<file path="src/rtl/ps2_host_tx_pkg.sv">
// Shared types and constants for the PS/2 host-to-device transmitter.
// Also used by anything that needs to decode the debug state or error codes.
package ps2_host_tx_pkg;

  typedef enum logic [2:0] {
    ST_IDLE,
    ST_INHIBIT,
    ST_RTS,
    ST_SEND,
    ST_ACK,
    ST_WAIT_IDLE
  } state_t;

  localparam logic [1:0] ERR_NONE    = 2'd0;
  localparam logic [1:0] ERR_NOACK   = 2'd1;
  localparam logic [1:0] ERR_TIMEOUT = 2'd2;

  localparam int FRAME_LEN = 11;
  // The start bit is driven from the RTS->SEND transition, so only
  // data, parity and stop live in the shift register.
  localparam int SHIFT_LEN = FRAME_LEN - 1;

  function automatic logic [SHIFT_LEN-1:0] build_frame(input logic [7:0] d);
    return {1'b1, ~^d, d};
  endfunction

endpackage

</file>
<file path="src/rtl/ps2_host_tx_line_filter.sv">
// Synchronizer, glitch filter and falling-edge strobe for one raw PS/2 line.
// The filtered level only moves after FILTER_LEN consecutive differing samples.
module ps2_line_filter #(
  parameter int FILTER_LEN = 8
) (
  input  logic clk,
  input  logic rst,
  input  logic raw,
  output logic level,
  output logic fall
);

  localparam int CW = $clog2(FILTER_LEN + 1);
  localparam logic [CW-1:0] CNT_LAST = CW'(FILTER_LEN - 1);

  logic [1:0]    sync;
  logic [CW-1:0] cnt;

  always_ff @(posedge clk or posedge rst) begin
    if (rst) begin
      sync  <= 2'b11;
      cnt   <= '0;
      level <= 1'b1;
      fall  <= 1'b0;
    end else begin
      sync <= {sync[0], raw};
      fall <= 1'b0;
      if (sync[1] == level) begin
        cnt <= '0;
      end else if (cnt == CNT_LAST) begin
        cnt   <= '0;
        level <= sync[1];
        fall  <= level;
      end else begin
        cnt <= cnt + 1'b1;
      end
    end
  end

endmodule

</file>
<file path="src/rtl/ps2_host_tx.sv">
// PS/2 host-to-device transmitter: request-to-send, clocked-out frame, ACK check.
// Drives open-drain pull-down enables; the tristates are built one level up.
module ps2_host_tx
  import ps2_host_tx_pkg::*;
#(
  parameter int INHIBIT_CYCLES = 12000,
  parameter int SETUP_CYCLES   = 200,
  parameter int TIMEOUT_CYCLES = 2000000,
  parameter int FILTER_LEN     = 8
) (
  input  logic       clk,
  input  logic       rst,
  input  logic       tx_valid,
  input  logic [7:0] tx_data,
  output logic       tx_ready,
  output logic       tx_done,
  output logic       tx_err,
  output logic [1:0] err_code,
  output logic       rx_inhibit,
  input  logic       ps2_clk_i,
  input  logic       ps2_data_i,
  output logic       ps2_clk_oe,
  output logic       ps2_data_oe,
  output state_t     fsm_state
);

  localparam logic [31:0] INH_LAST   = 32'(INHIBIT_CYCLES - 1);
  localparam logic [31:0] SETUP_LAST = 32'(SETUP_CYCLES - 1);
  localparam logic [31:0] TO_LIMIT   = 32'(TIMEOUT_CYCLES);

  state_t               state, state_n;
  logic [SHIFT_LEN-1:0] shift_q, shift_n;
  logic [3:0]           bit_cnt, bit_cnt_n;
  logic [31:0]          timer, timer_n;
  logic                 data_q, data_n;
  logic [1:0]           err_q, err_n;
  logic                 clk_f, clk_fall, data_f, data_fall_unused;
  logic                 timed, timeout_hit;

  ps2_line_filter #(.FILTER_LEN(FILTER_LEN)) u_clk_filter (
    .clk   (clk),
    .rst   (rst),
    .raw   (ps2_clk_i),
    .level (clk_f),
    .fall  (clk_fall)
  );

  ps2_line_filter #(.FILTER_LEN(FILTER_LEN)) u_data_filter (
    .clk   (clk),
    .rst   (rst),
    .raw   (ps2_data_i),
    .level (data_f),
    .fall  (data_fall_unused)
  );

  always_ff @(posedge clk or posedge rst) begin
    if (rst) begin
      state   <= ST_IDLE;
      shift_q <= '0;
      bit_cnt <= '0;
      timer   <= '0;
      data_q  <= 1'b0;
      err_q   <= ERR_NONE;
    end else begin
      state   <= state_n;
      shift_q <= shift_n;
      bit_cnt <= bit_cnt_n;
      timer   <= timer_n;
      data_q  <= data_n;
      err_q   <= err_n;
    end
  end

  // Handshake: a byte transfers on a cycle with tx_valid & tx_ready; tx_ready
  // is high only in IDLE, so tx_valid while busy is simply not looked at.
  always_comb begin
    state_n     = state;
    shift_n     = shift_q;
    bit_cnt_n   = bit_cnt;
    data_n      = data_q;
    err_n       = err_q;
    tx_done     = 1'b0;
    tx_err      = 1'b0;
    timed       = (state == ST_SEND) || (state == ST_ACK) || (state == ST_WAIT_IDLE);
    timeout_hit = timed && (timer == TO_LIMIT);

    case (state)
      ST_IDLE: begin
        if (tx_valid) begin
          shift_n   = build_frame(tx_data);
          bit_cnt_n = '0;
          err_n     = ERR_NONE;
          state_n   = ST_INHIBIT;
        end
      end
      ST_INHIBIT: begin
        if (timer == INH_LAST) state_n = ST_RTS;
      end
      ST_RTS: begin
        if (timer == SETUP_LAST) begin
          data_n  = 1'b1;
          state_n = ST_SEND;
        end
      end
      ST_SEND: begin
        // Tenth fall shifts out the stop bit (1), which releases the line.
        if (clk_fall) begin
          data_n    = ~shift_q[0];
          shift_n   = shift_q >> 1;
          bit_cnt_n = bit_cnt + 4'd1;
          if (bit_cnt == 4'd9) state_n = ST_ACK;
        end
      end
      ST_ACK: begin
        if (clk_fall) begin
          if (data_f) begin
            err_n   = ERR_NOACK;
            tx_err  = 1'b1;
            state_n = ST_IDLE;
          end else begin
            state_n = ST_WAIT_IDLE;
          end
        end
      end
      ST_WAIT_IDLE: begin
        if (clk_f && data_f) begin
          tx_done = 1'b1;
          state_n = ST_IDLE;
        end
      end
      default: state_n = ST_IDLE;
    endcase

    if (timeout_hit) begin
      err_n   = ERR_TIMEOUT;
      tx_err  = 1'b1;
      tx_done = 1'b0;
      state_n = ST_IDLE;
    end

    if (state_n != state || state == ST_IDLE) begin
      timer_n = '0;
    end else if (timed && clk_fall) begin
      timer_n = '0;
    end else begin
      timer_n = timer + 32'd1;
    end
  end

  assign ps2_clk_oe  = (state == ST_INHIBIT) || (state == ST_RTS);
  assign ps2_data_oe = (state == ST_RTS) || ((state == ST_SEND) && data_q && !timeout_hit);
  assign tx_ready    = (state == ST_IDLE);
  assign rx_inhibit  = (state != ST_IDLE);
  assign err_code    = err_q;
  assign fsm_state   = state;

endmodule

</file>
<file path="config.mk">
export PLATFORM = sky130hd
export DESIGN_NAME = ps2_host_tx
export DESIGN_NICKNAME = d
export VERILOG_FILES = /design/src/rtl/ps2_host_tx_pkg.sv /design/src/rtl/ps2_host_tx_line_filter.sv /design/src/rtl/ps2_host_tx.sv
export SDC_FILE = /design/constraint.sdc
export NUM_CORES = 1
export LEC_CHECK = 0
export ABC_CLOCK_PERIOD_IN_PS = 7650
export CAP_MARGIN = 30
export CORE_MARGIN = 5
export CORE_UTILIZATION = 63
export CTS_BUF_LIST = sky130_fd_sc_hd__clkbuf_4
export CTS_CLUSTER_DIAMETER = 150
export DETAILED_ROUTE_END_ITERATION = 16
export PLACE_DENSITY_LB_ADDON = 0.05
export SLEW_MARGIN = 20
export SYNTH_ARGS = -nofsm -noshare
export SYNTH_HDL_FRONTEND = slang
export SYNTH_SLANG_ARGS = --single-unit
</file>
<file path="constraint.sdc">
create_clock -name clk -period 7.65 [get_ports clk]
set_clock_uncertainty 0.1 [all_clocks]
set_input_delay 2.295 -clock clk [delete_from_list [all_inputs] [get_ports clk]]
set_output_delay 2.295 -clock clk [all_outputs]
set_load 0.02 [all_outputs]
</file>
==> qor.txt, run 1 <==
run status = completed
Worst-path clk slew = 0.11 ns
top_reg_cell synth = dfrtp_1
placed cell count = 441
Final Hold Fails = 0
post-synth top area share = 0.421
Ys Warns = 0
Slew Limit Headroom = 0.389
core area = 0.00554 mm^2
CP Capture Type = output port
initial antenna violation count = 0
nets = 400
Gate Count Post-Synth = 361
Die ar. = 0.00737 mm^2
crit path launch type = register
DRT iter0 DRCs = 109
Worst-Margin Slew = 0.914 ns
final setup vio count = 0
largest fanout on the critical path = 8
Synth area leaders = dfrtp_1, xnor2_1, xor2_1
Area growth syn-to-layout = 8.84%
Worst Path Arrival = 2.79 ns
DRT Pass-1 Iters = 4
Avg WL per Cell = 14.9 um
GPL Wtd Cong = 0.839
synthesized area per cell = 10.0 um^2
final wirelength = 6830 um
DRC = 0
Netlist Area Pre-Place = 0.00362 mm^2
CTS Hold Bufs = 0
top achievable clock speed = 193 MHz
final worst slack = 2.46 ns
input/output buffers = 23
RSZ-0062 raised after global routing = false
Distinct cells, synth = 56
HP Class = register to register
Site Rows = 27
Worst VDD drop = 167 uV
sequential area share after synthesis = 0.465
root buffer cell = clkbuf_4
Remaining Overflow, GRT = 0
# resized after CTS = 0
crit path time final = 5.19 ns
Non-Filler Instances = 458
buffer depth of the longest clock path = 2
gr usage total = 0.207
Async S/R FF share, synth = 1.00
Final ANT Viol Nets = 0
Power per Cell Area = 173 mW/mm^2
dpl hpwl = 4760 um
clk sink count = 67
Post-CTS Setup Inserts = 0
Die X = 85.8 um
initial core utilization = 0.654
share of the cycle needed by the critical path after routing = 0.678
CTS Buf Count = 9
num ports = 24
Max Cap Viol = 0
Worst Path Required = 5.26 ns
first-pass GRT wire length = 12000 um
Die Ht = 85.8 um
pin count of the biggest net entering global routing = 68
CTS tree = yes
layout cells sized above 1 = 0.155
vias in the first global route = 2592
largest area contributor in the netlist = dfrtp_1
ant diodes = 0
post-DR vias/cell = 5.76
Post-synth EDFFs = 0
Yosys reg bits = 67
via count = 2638
P_leak = 1.67 nW
Placement Setup Slack = 2.88 ns
Slew Limit Fails = 0
H-tree depth = 3
TNS Setup = 0 ns
Worst Setup Path Type = register to output port
syn nets = 380
clock latency on the worst-skew pair = 0.42 ns
-- state kept, by name (all words and copies together), names as in the netlist --
name / flops
data_q: 1
shift_q: 10
u_data_filter.sync: 2
timer: 32
fsm_state: 3
err_code: 2
u_clk_filter.fall: 1
u_clk_filter.cnt: 4
u_data_filter.level: 1
bit_cnt: 4
u_clk_filter.sync: 2
u_clk_filter.level: 1
u_data_filter.cnt: 4
-- metal layers --
| layer | up-vias | GRT usage | part of all wire |
|---|---|---|---|
| met2 | 50 | 0.328 | 0.50 |
| met1 | 1283 | 0.270 | 0.44 |
| met3 | 9 | 0.0519 | 0.045 |
| met5 | - | 0 | 0 |
| met4 | 0 | 0.0892 | 0.016 |
| li1 | 1296 | - | - |
-- report_power, final --
part / switching, W / internal (W) / total, W
Combinational: 0.0000281 / 0.0000323 / 0.0000604
Clock: 0.000130 / 0.0000984 / 0.000229
Sequential: 0.0000171 / 0.000376 / 0.000393
Total: 0.000176 / 0.000507 / 0.000683
-- synth_stat cells (all sizes together), types with 3 or more instances --
cell    instances
and3            9
nor2           55
a21oi           8
mux2i           8
dfstp           6
nand3          12
nand4b          3
xnor2          24
inv            11
mux2            3
o21ai          15
and4            7
nand2          36
or4             3
ha              6
dfrtp          61
nor4            5
buf             8
nand4          12
or3             3
xor2           20
nor3            9
clkbuf          7
and2            3
-- final timing paths --
path / slack, ns / start / cells after the start / end
min in group asynchronous: 2.33 / rst / 3 / timer[2]
max in group asynchronous: 4.55 / rst / 3 / timer[10]
min: 0.27 / u_data_filter.sync[0] / 0 / u_data_filter.sync[1]
max reg2reg: 4.55 / fsm_state[2] / 6 / timer[14]
max: 2.46 / timer[26] / 5 / tx_err
min reg2reg: 0.27 / u_data_filter.sync[0] / 0 / u_data_filter.sync[1]
-- layout make-up --
| cell class | instances | area [um^2] |
|---|---|---|
| clock buffers | 9 | 67.6 |
| clock inverters | 7 | 68.8 |
| repair buffers | 25 | 243 |
| flip-flops and latches | 67 | 1680 |
| fillers | 450 | 1600 |
| inverters | 11 | 41.3 |
| well taps | 72 | 90.1 |
| multi-input cells | 267 | 1750 |
-- worst max-delay path: stages, from the launching register on --
cell,delay (ns)
dfrtp_1,0.42
or4_4,0.55
nor4_4,0.23
nand4_1,0.34
a21oi_1,0.24
clkdlybuf4s50_1,0.62
-- through the flow --
step	instance area (um^2)	total power, W	utilization	hold WS [ns]
after floorplan	3620	0.000442	-	0.245
after global placement	3800	0.000459	0.686	0.247
after detailed placement	3800	0.000462	0.686	0.247
after CTS	3940	0.000692	0.711	0.270
after global routing	3940	0.000720	0.712	0.270
final	3940	0.000683	0.712	0.266
-- cells by family after synthesis --
| family | share of synthesized area |
|---|---|
| AOI/OAI and AO/OA | 0.0639 |
| xor gates and xnor gates | 0.106 |
| adders and majority gates | 0.0207 |
| buffers and inverters | 0.0525 |
| DFF | 0.465 |
| muxes | 0.0314 |
| and+or+nand+nor | 0.260 |
-- cell usage in the layout (no fill, tap or decap), types with 2 or more instances in the layout --
| cell | netlist | routed |
|---|---|---|
| nand4_1 | 12 | 12 |
| and4_2 | 3 | 3 |
| nor2_1 | 33 | 33 |
| dfrtp_1 | 61 | 61 |
| nor4_1 | 4 | 4 |
| nor2b_1 | 2 | 2 |
| xor2_1 | 20 | 20 |
| nand2_1 | 36 | 36 |
| nor4bb_1 | 2 | 2 |
| nor3b_1 | 2 | 2 |
| and2_1 | 3 | 3 |
| nor2_2 | 22 | 22 |
| o21ai_0 | 15 | 15 |
| and3_1 | 8 | 8 |
| dfstp_2 | 6 | 6 |
| clkdlybuf4s50_1 | 0 | 23 |
| ha_1 | 6 | 6 |
| mux2i_1 | 8 | 8 |
| or4_1 | 2 | 2 |
| or3_1 | 3 | 3 |
| a22oi_1 | 2 | 2 |
| nand3_1 | 12 | 12 |
| clkinv_4 | 0 | 2 |
| nor3_1 | 9 | 9 |
| clkinv_2 | 0 | 2 |
| nand4b_1 | 3 | 3 |
| o22ai_1 | 2 | 2 |
| and4_1 | 4 | 4 |
| xnor2_1 | 24 | 24 |
| inv_1 | 11 | 10 |
| mux2_2 | 3 | 3 |
| clkbuf_4 | 0 | 9 |
| a21oi_1 | 8 | 8 |
No activity file was read; power rests on OpenSTA's default activity.
==> run 2: changes to the inputs <==
Settings changed: ABC_CLOCK_PERIOD_IN_PS 7650 to 5400, CORE_UTILIZATION 63 to 61.
Clock period 7.65 ns to 5.4 ns, I/O delays scaled along.
==> run 2 against run 1 <==
  * Wire length decreased by 0.85%
  * Die area increased by 2.9%
  * Largest cell class unchanged
  * Clock-buffer cell count unchanged
==> qor.txt, run 2 (synthesis results as in run 1) <==
HP Start = u_data_filter.sync[0]
hold path depth = 0 (unchanged)
crit path launch type = register
Worst-path clk slew = 0.13 ns (+0.02 ns)
Avg WL per Cell = 14.6 um (-1.9%)
crit path time final = 4.56 ns
CTS tree = yes
pin count of the biggest net entering global routing = 45 (-34%)
TNS Setup = 0 ns (unchanged)
CTS Buf Count = 9 (unchanged)
DRC = 0 (unchanged)
r2r endpoint = timer[16]
first-pass GRT wire length = 11900 um (-1.0%)
CTS Hold Bufs = 0 (unchanged)
r2r worst-path depth = 6 (unchanged)
Max Cap Viol = 0 (unchanged)
Die Ht = 87.1 um (+1.4%)
reg2reg start = timer[17]
Slew Limit Fails = 0 (unchanged)
HP Class = register to register
input/output buffers = 23 (unchanged)
P_leak = 1.69 nW (+1.2%)
RSZ-0062 raised after global routing = false
Non-Filler Instances = 463 (+1.1%)
Die ar. = 0.00758 mm^2 (+2.9%)
total power = 0.00103 W (+51%)
Die X = 87.1 um (+1.4%)
final setup vio count = 0 (unchanged)
core area = 0.00585 mm^2 (+5.6%)
# resized after CTS = 0 (unchanged)
Post-CTS Setup Inserts = 0 (unchanged)
dpl hpwl = 4770 um (+0.34%)
ant diodes = 0 (unchanged)
Final Util = 0.683 (-0.0290)
gr usage total = 0.200 (-0.00686)
share of the cycle needed by the critical path after routing = 0.844
DRT Pass-1 Iters = 4 (unchanged)
post-DR vias/cell = 5.64 (-2.1%)
final wirelength = 6770 um (-0.85%)
initial core utilization = 0.619 (-0.0347)
Worst VDD drop = 176 uV (+5.1%)
nets = 402 (+0.50%)
Slew Limit Headroom = 0.491 (+0.102)
vias in the first global route = 2596 (+0.15%)
layout cells sized above 1 = 0.162 (+0.00693)
Worst-Margin Slew = 0.763 ns (-0.150 ns)
GPL Wtd Cong = 0.856 (+2.0%)
num ports = 24 (unchanged)
largest registers = timer (32), shift_q (10)
post-route cell area = 0.00399 mm^2 (+1.3%)
commonest non-fill, non-tap cell in the layout = dfrtp_1
Final Hold Fails = 0 (unchanged)
H-tree depth = 3 (unchanged)
reg-to-reg slack, setup = 2.49 ns (-2.06 ns)
DRT iter0 DRCs = 154 (+41%)
Largest Register = timer
Remaining Overflow, GRT = 0 (unchanged)
Worst Path Arrival = 2.84 ns (+0.05 ns)
Hold Path End = u_data_filter.sync[1]
placed cell count = 446 (+1.1%)
top achievable clock speed = 219 MHz
clk sink count = 67 (unchanged)
run status = completed
Worst Path Required = 3.68 ns (-1.58 ns)
Final ANT Viol Nets = 0 (unchanged)
Power per Cell Area = 258 mW/mm^2 (+49%)
max FFs per register = 32 (unchanged)
commonest non-fill, non-tap cells in the layout = dfrtp_1, nand2_1, nor2_1, xnor2_1, clkdlybuf4s50_1
Area growth syn-to-layout = 10.3%
initial antenna violation count = 0 (unchanged)
Area after DPL = 0.00382 mm^2 (+0.43%)
Site Rows = 28 (+3.7%)
CP Capture Type = output port
buffer depth of the longest clock path = 2 (unchanged)
root buffer cell = clkbuf_4
via count = 2612 (-0.99%)
largest fanout on the critical path = 8 (unchanged)
clock latency on the worst-skew pair = 0.43 ns (about the same)
Worst Setup Path Type = register to output port
==> run 2: changes by cell type in the layout (fill, tap and decap cells not counted), sizes merged <==
cell      delta
inv          +1
clkinvlp     +1
buf          +3
clkinv       -3
bufinv       +1
clkbuf       -1
==> run 2: per-stage QoR <==
step / hold WS (ns) / worst slack, ns
6_report: 0.267 / 0.842
3_5_place_dp: 0.250 / 1.30
4_1_cts: 0.269 / 0.821
2_1_floorplan: 0.245 / 1.77
5_1_grt: 0.278 / 0.611
3_3_place_gp: 0.246 / 1.34
==> run 2: worst max-delay path by stage <==
stage	end	from	slack [ns]
4_1_cts	ps2_data_oe	timer[29]	0.82
3_3_place_gp	ps2_data_oe	timer[26]	1.34
5_1_grt	tx_err	timer[29]	0.61
3_5_place_dp	ps2_data_oe	timer[26]	1.30
6_report	ps2_data_oe	timer[29]	0.84
2_1_floorplan	tx_err	fsm_state[2]	1.77
==> run 2: cell type report <==
cell class / instances / area (um^2)
flip-flops and latches: 67 / 1680
multi-input cells: 267 / 1750
fillers: 458 / 1860
repair buffers: 27 / 258
well taps: 75 / 93.8
clock inverters: 7 / 101
inverters: 11 / 41.3
clock buffers: 9 / 67.6
==> run 2: worst max-delay path: stages, from the launching register on <==
cell and delay (ns):
dfrtp_1 0.44, or4_4 0.54, nor4_4 0.23, nand4_1 0.35, nand2_1 0.15, a21boi_0 0.11
clkdlybuf4s50_1 0.59
==> run 2: power breakdown <==
group / internal [W] / total (W) / leakage [nW] / switching (W)
clock: 0.000190 / 0.000388 / 0.0827 / 0.000198
sequential: 0.000533 / 0.000558 / 0.859 / 0.0000250
combinational: 0.0000463 / 0.0000861 / 0.746 / 0.0000398
==> run 2: metal layers <==
metal	up-vias	global-route usage	part of all wire
li1	1288	-	-
met2	40	0.326	0.49
met5	-	0	0
met1	1273	0.262	0.46
met3	11	0.0322	0.035
met4	0	0.0878	0.019
==> run 3: changes to the inputs <==
Settings changed: ABC_CLOCK_PERIOD_IN_PS 5400 to 3840, CORE_UTILIZATION 61 to 55.
Clock period 5.4 ns to 3.84 ns, I/O delays scaled along.
==> run 3 against run 2 <==
  * First-iteration DRC count fell by 37%
  * Combinational power up 43%
  * Clock-buffer cell count did not move
  * Sequential power increased by 41%
  * Highest routed layer unchanged
  * Cell count rose by 1.9%
  * Critical endpoint is now tx_err
==> qor.txt, run 3 (synthesis results as in run 1) <==
HP Class = register to register
Die X = 91.2 um (+4.7%)
Worst Setup Path Type = register to output port
crit-path max cell delay = 0.54 ns (-0.05 ns)
CP startpoint = timer[29]
Final ANT Viol Nets = 0 (unchanged)
buffer depth of the longest clock path = 2 (unchanged)
reg2reg start = timer[29]
hold_ws = 0.267 ns (+0.0000880 ns)
clock latency on the worst-skew pair = 0.40 ns (-0.03 ns)
r2r endpoint = timer[13]
Worst-path clk slew = 0.12 ns (about the same)
fillers = 554 (+21%)
largest registers = timer (32), shift_q (10)
largest fanout on the critical path = 5 (-3)
TNS Setup = 0 ns (unchanged)
Die ar. = 0.00831 mm^2 (+9.6%)
nets = 409 (+1.7%)
top achievable clock speed = 275 MHz
clk sink count = 67 (unchanged)
Power per Cell Area = 338 mW/mm^2 (+31%)
H-tree depth = 3 (unchanged)
crit path launch type = register
CP endpoint = tx_err
Slew Limit Headroom = 0.479 (-0.0125)
Site Rows = 29 (+3.6%)
vias in the first global route = 2631 (+1.3%)
Max Cap Viol = 0 (unchanged)
GPL Wtd Cong = 0.867 (+1.4%)
Final Hold Fails = 0 (unchanged)
max FFs per register = 32 (unchanged)
crit-path leading delay family = simple AND/OR/NAND/NOR gates
Levels on crit path = 6 (unchanged)
CTS tree = yes
Largest Register = timer
CP bufs+invs = 2 (+1)
initial core utilization = 0.567 (-0.0519)
first-pass GRT wire length = 12100 um (+2.1%)
layout cells sized above 1 = 0.175 (+0.0123)
commonest non-fill, non-tap cell in the layout = dfrtp_1
Die Ht = 91.2 um (+4.7%)
crit path time final = 3.64 ns
Worst Path Arrival = 2.38 ns (-0.46 ns)
core area = 0.00639 mm^2 (+9.2%)
r2r worst-path depth = 9 (+3)
Worst VDD drop = 284 uV (+62%)
Slew Limit Fails = 0 (unchanged)
DRT iter0 DRCs = 97 (-37%)
root buffer cell = clkbuf_4
Remaining Overflow, GRT = 0 (unchanged)
dpl hpwl = 4930 um (+3.2%)
final worst slack = 0.204 ns (-0.638 ns)
gr usage total = 0.177 (-0.0233)
post-DR vias/cell = 5.54 (-1.8%)
via count = 2614 (+0.077%)
post-route cell area = 0.00402 mm^2 (+0.72%)
final wirelength = 6950 um (+2.6%)
final setup vio count = 0 (unchanged)
Area growth syn-to-layout = 11.1%
input/output buffers = 23 (unchanged)
num ports = 24 (unchanged)
commonest non-fill, non-tap cells in the layout = dfrtp_1, nand2_1, nor2_1, xnor2_1, nor2_2
run status = completed
ant diodes = 0 (unchanged)
crit-path cells = or4_4, nor4_4, nand4_1, buf_4, a21oi_1, dlygate4sd2_1
share of the cycle needed by the critical path after routing = 0.947
CP Capture Type = output port
Worst-Margin Slew = 0.782 ns (+0.0187 ns)
DRT Pass-1 Iters = 4 (unchanged)
Worst Path Required = 2.59 ns (-1.09 ns)
RSZ-0062 raised after global routing = false
slowest CP cell = or4_4
Placement Setup Slack = 0.360 ns (-0.943 ns)
reg-to-reg slack, setup = 0.78 ns (-1.71 ns)
initial antenna violation count = 0 (unchanged)
CTS Buf Count = 9 (unchanged)
pin count of the biggest net entering global routing = 33 (-27%)
DRC = 0 (unchanged)
Area after DPL = 0.00386 mm^2 (+1.1%)
Avg WL per Cell = 14.7 um (+0.64%)
Final Util = 0.630 (-0.0527)
P_leak = 1.75 nW (+3.9%)
-- run 3: area by class of cell --
class / instances / area (um^2) / share of cell area
Multi-Input combinational cell: 267 / 1750 / 0.435
Sequential cell: 67 / 1680 / 0.419
Timing Repair Buffer: 34 / 317 / 0.0787
Tap cell: 77 / 96.3 / 0.0240
Clock inverter: 7 / 68.8 / 0.0171
Clock buffer: 9 / 67.6 / 0.0168
Inverter: 11 / 41.3 / 0.0103
-- run 3: power breakdown --
| part | switching, W | internal, W |
|---|---|---|
| combinational | 0.0000578 | 0.0000652 |
| sequential | 0.0000345 | 0.000750 |
| clock | 0.000258 | 0.000196 |
| total | 0.000350 | 0.00101 |
-- run 3: repair_timing --
action | 4_1_cts | 5_1_grt
gates resized for setup | 1 | 2
pin swaps | 1 | 0
gates cloned | 0 | 0
buffers inserted | 2 | 0
endpoints found under the setup margin | 2 | 2
hold buffers | 0 | 0
-- run 3: worst min path at each step --
stage / startpoint / endpoint / slack, ns / cells after the start
after floorplan: u_clk_filter.sync[0] / u_clk_filter.sync[1] / 0.25 / 0
after global placement: u_data_filter.sync[0] / u_data_filter.sync[1] / 0.25 / 0
after detailed placement: u_clk_filter.sync[0] / u_clk_filter.sync[1] / 0.25 / 0
after CTS: u_data_filter.sync[0] / u_data_filter.sync[1] / 0.27 / 0
after global routing: u_data_filter.sync[0] / u_data_filter.sync[1] / 0.27 / 0
final: u_data_filter.sync[0] / u_data_filter.sync[1] / 0.27 / 0
-- run 3: metrics by stage --
stage | cells | power (W)
2_1_floorplan | 361 | 0.000880
3_3_place_gp | 453 | 0.000918
4_1_cts | 471 | 0.00138
3_5_place_dp | 453 | 0.000924
6_report | 472 | 0.00136
5_1_grt | 472 | 0.00144
-- run 3: routing by layer --
metal,part of all wire,track usage,up-vias
met5,0,0,-
met4,0.013,0.0575,0
met3,0.034,0.0471,7
met2,0.49,0.285,45
met1,0.47,0.231,1263
li1,-,-,1299
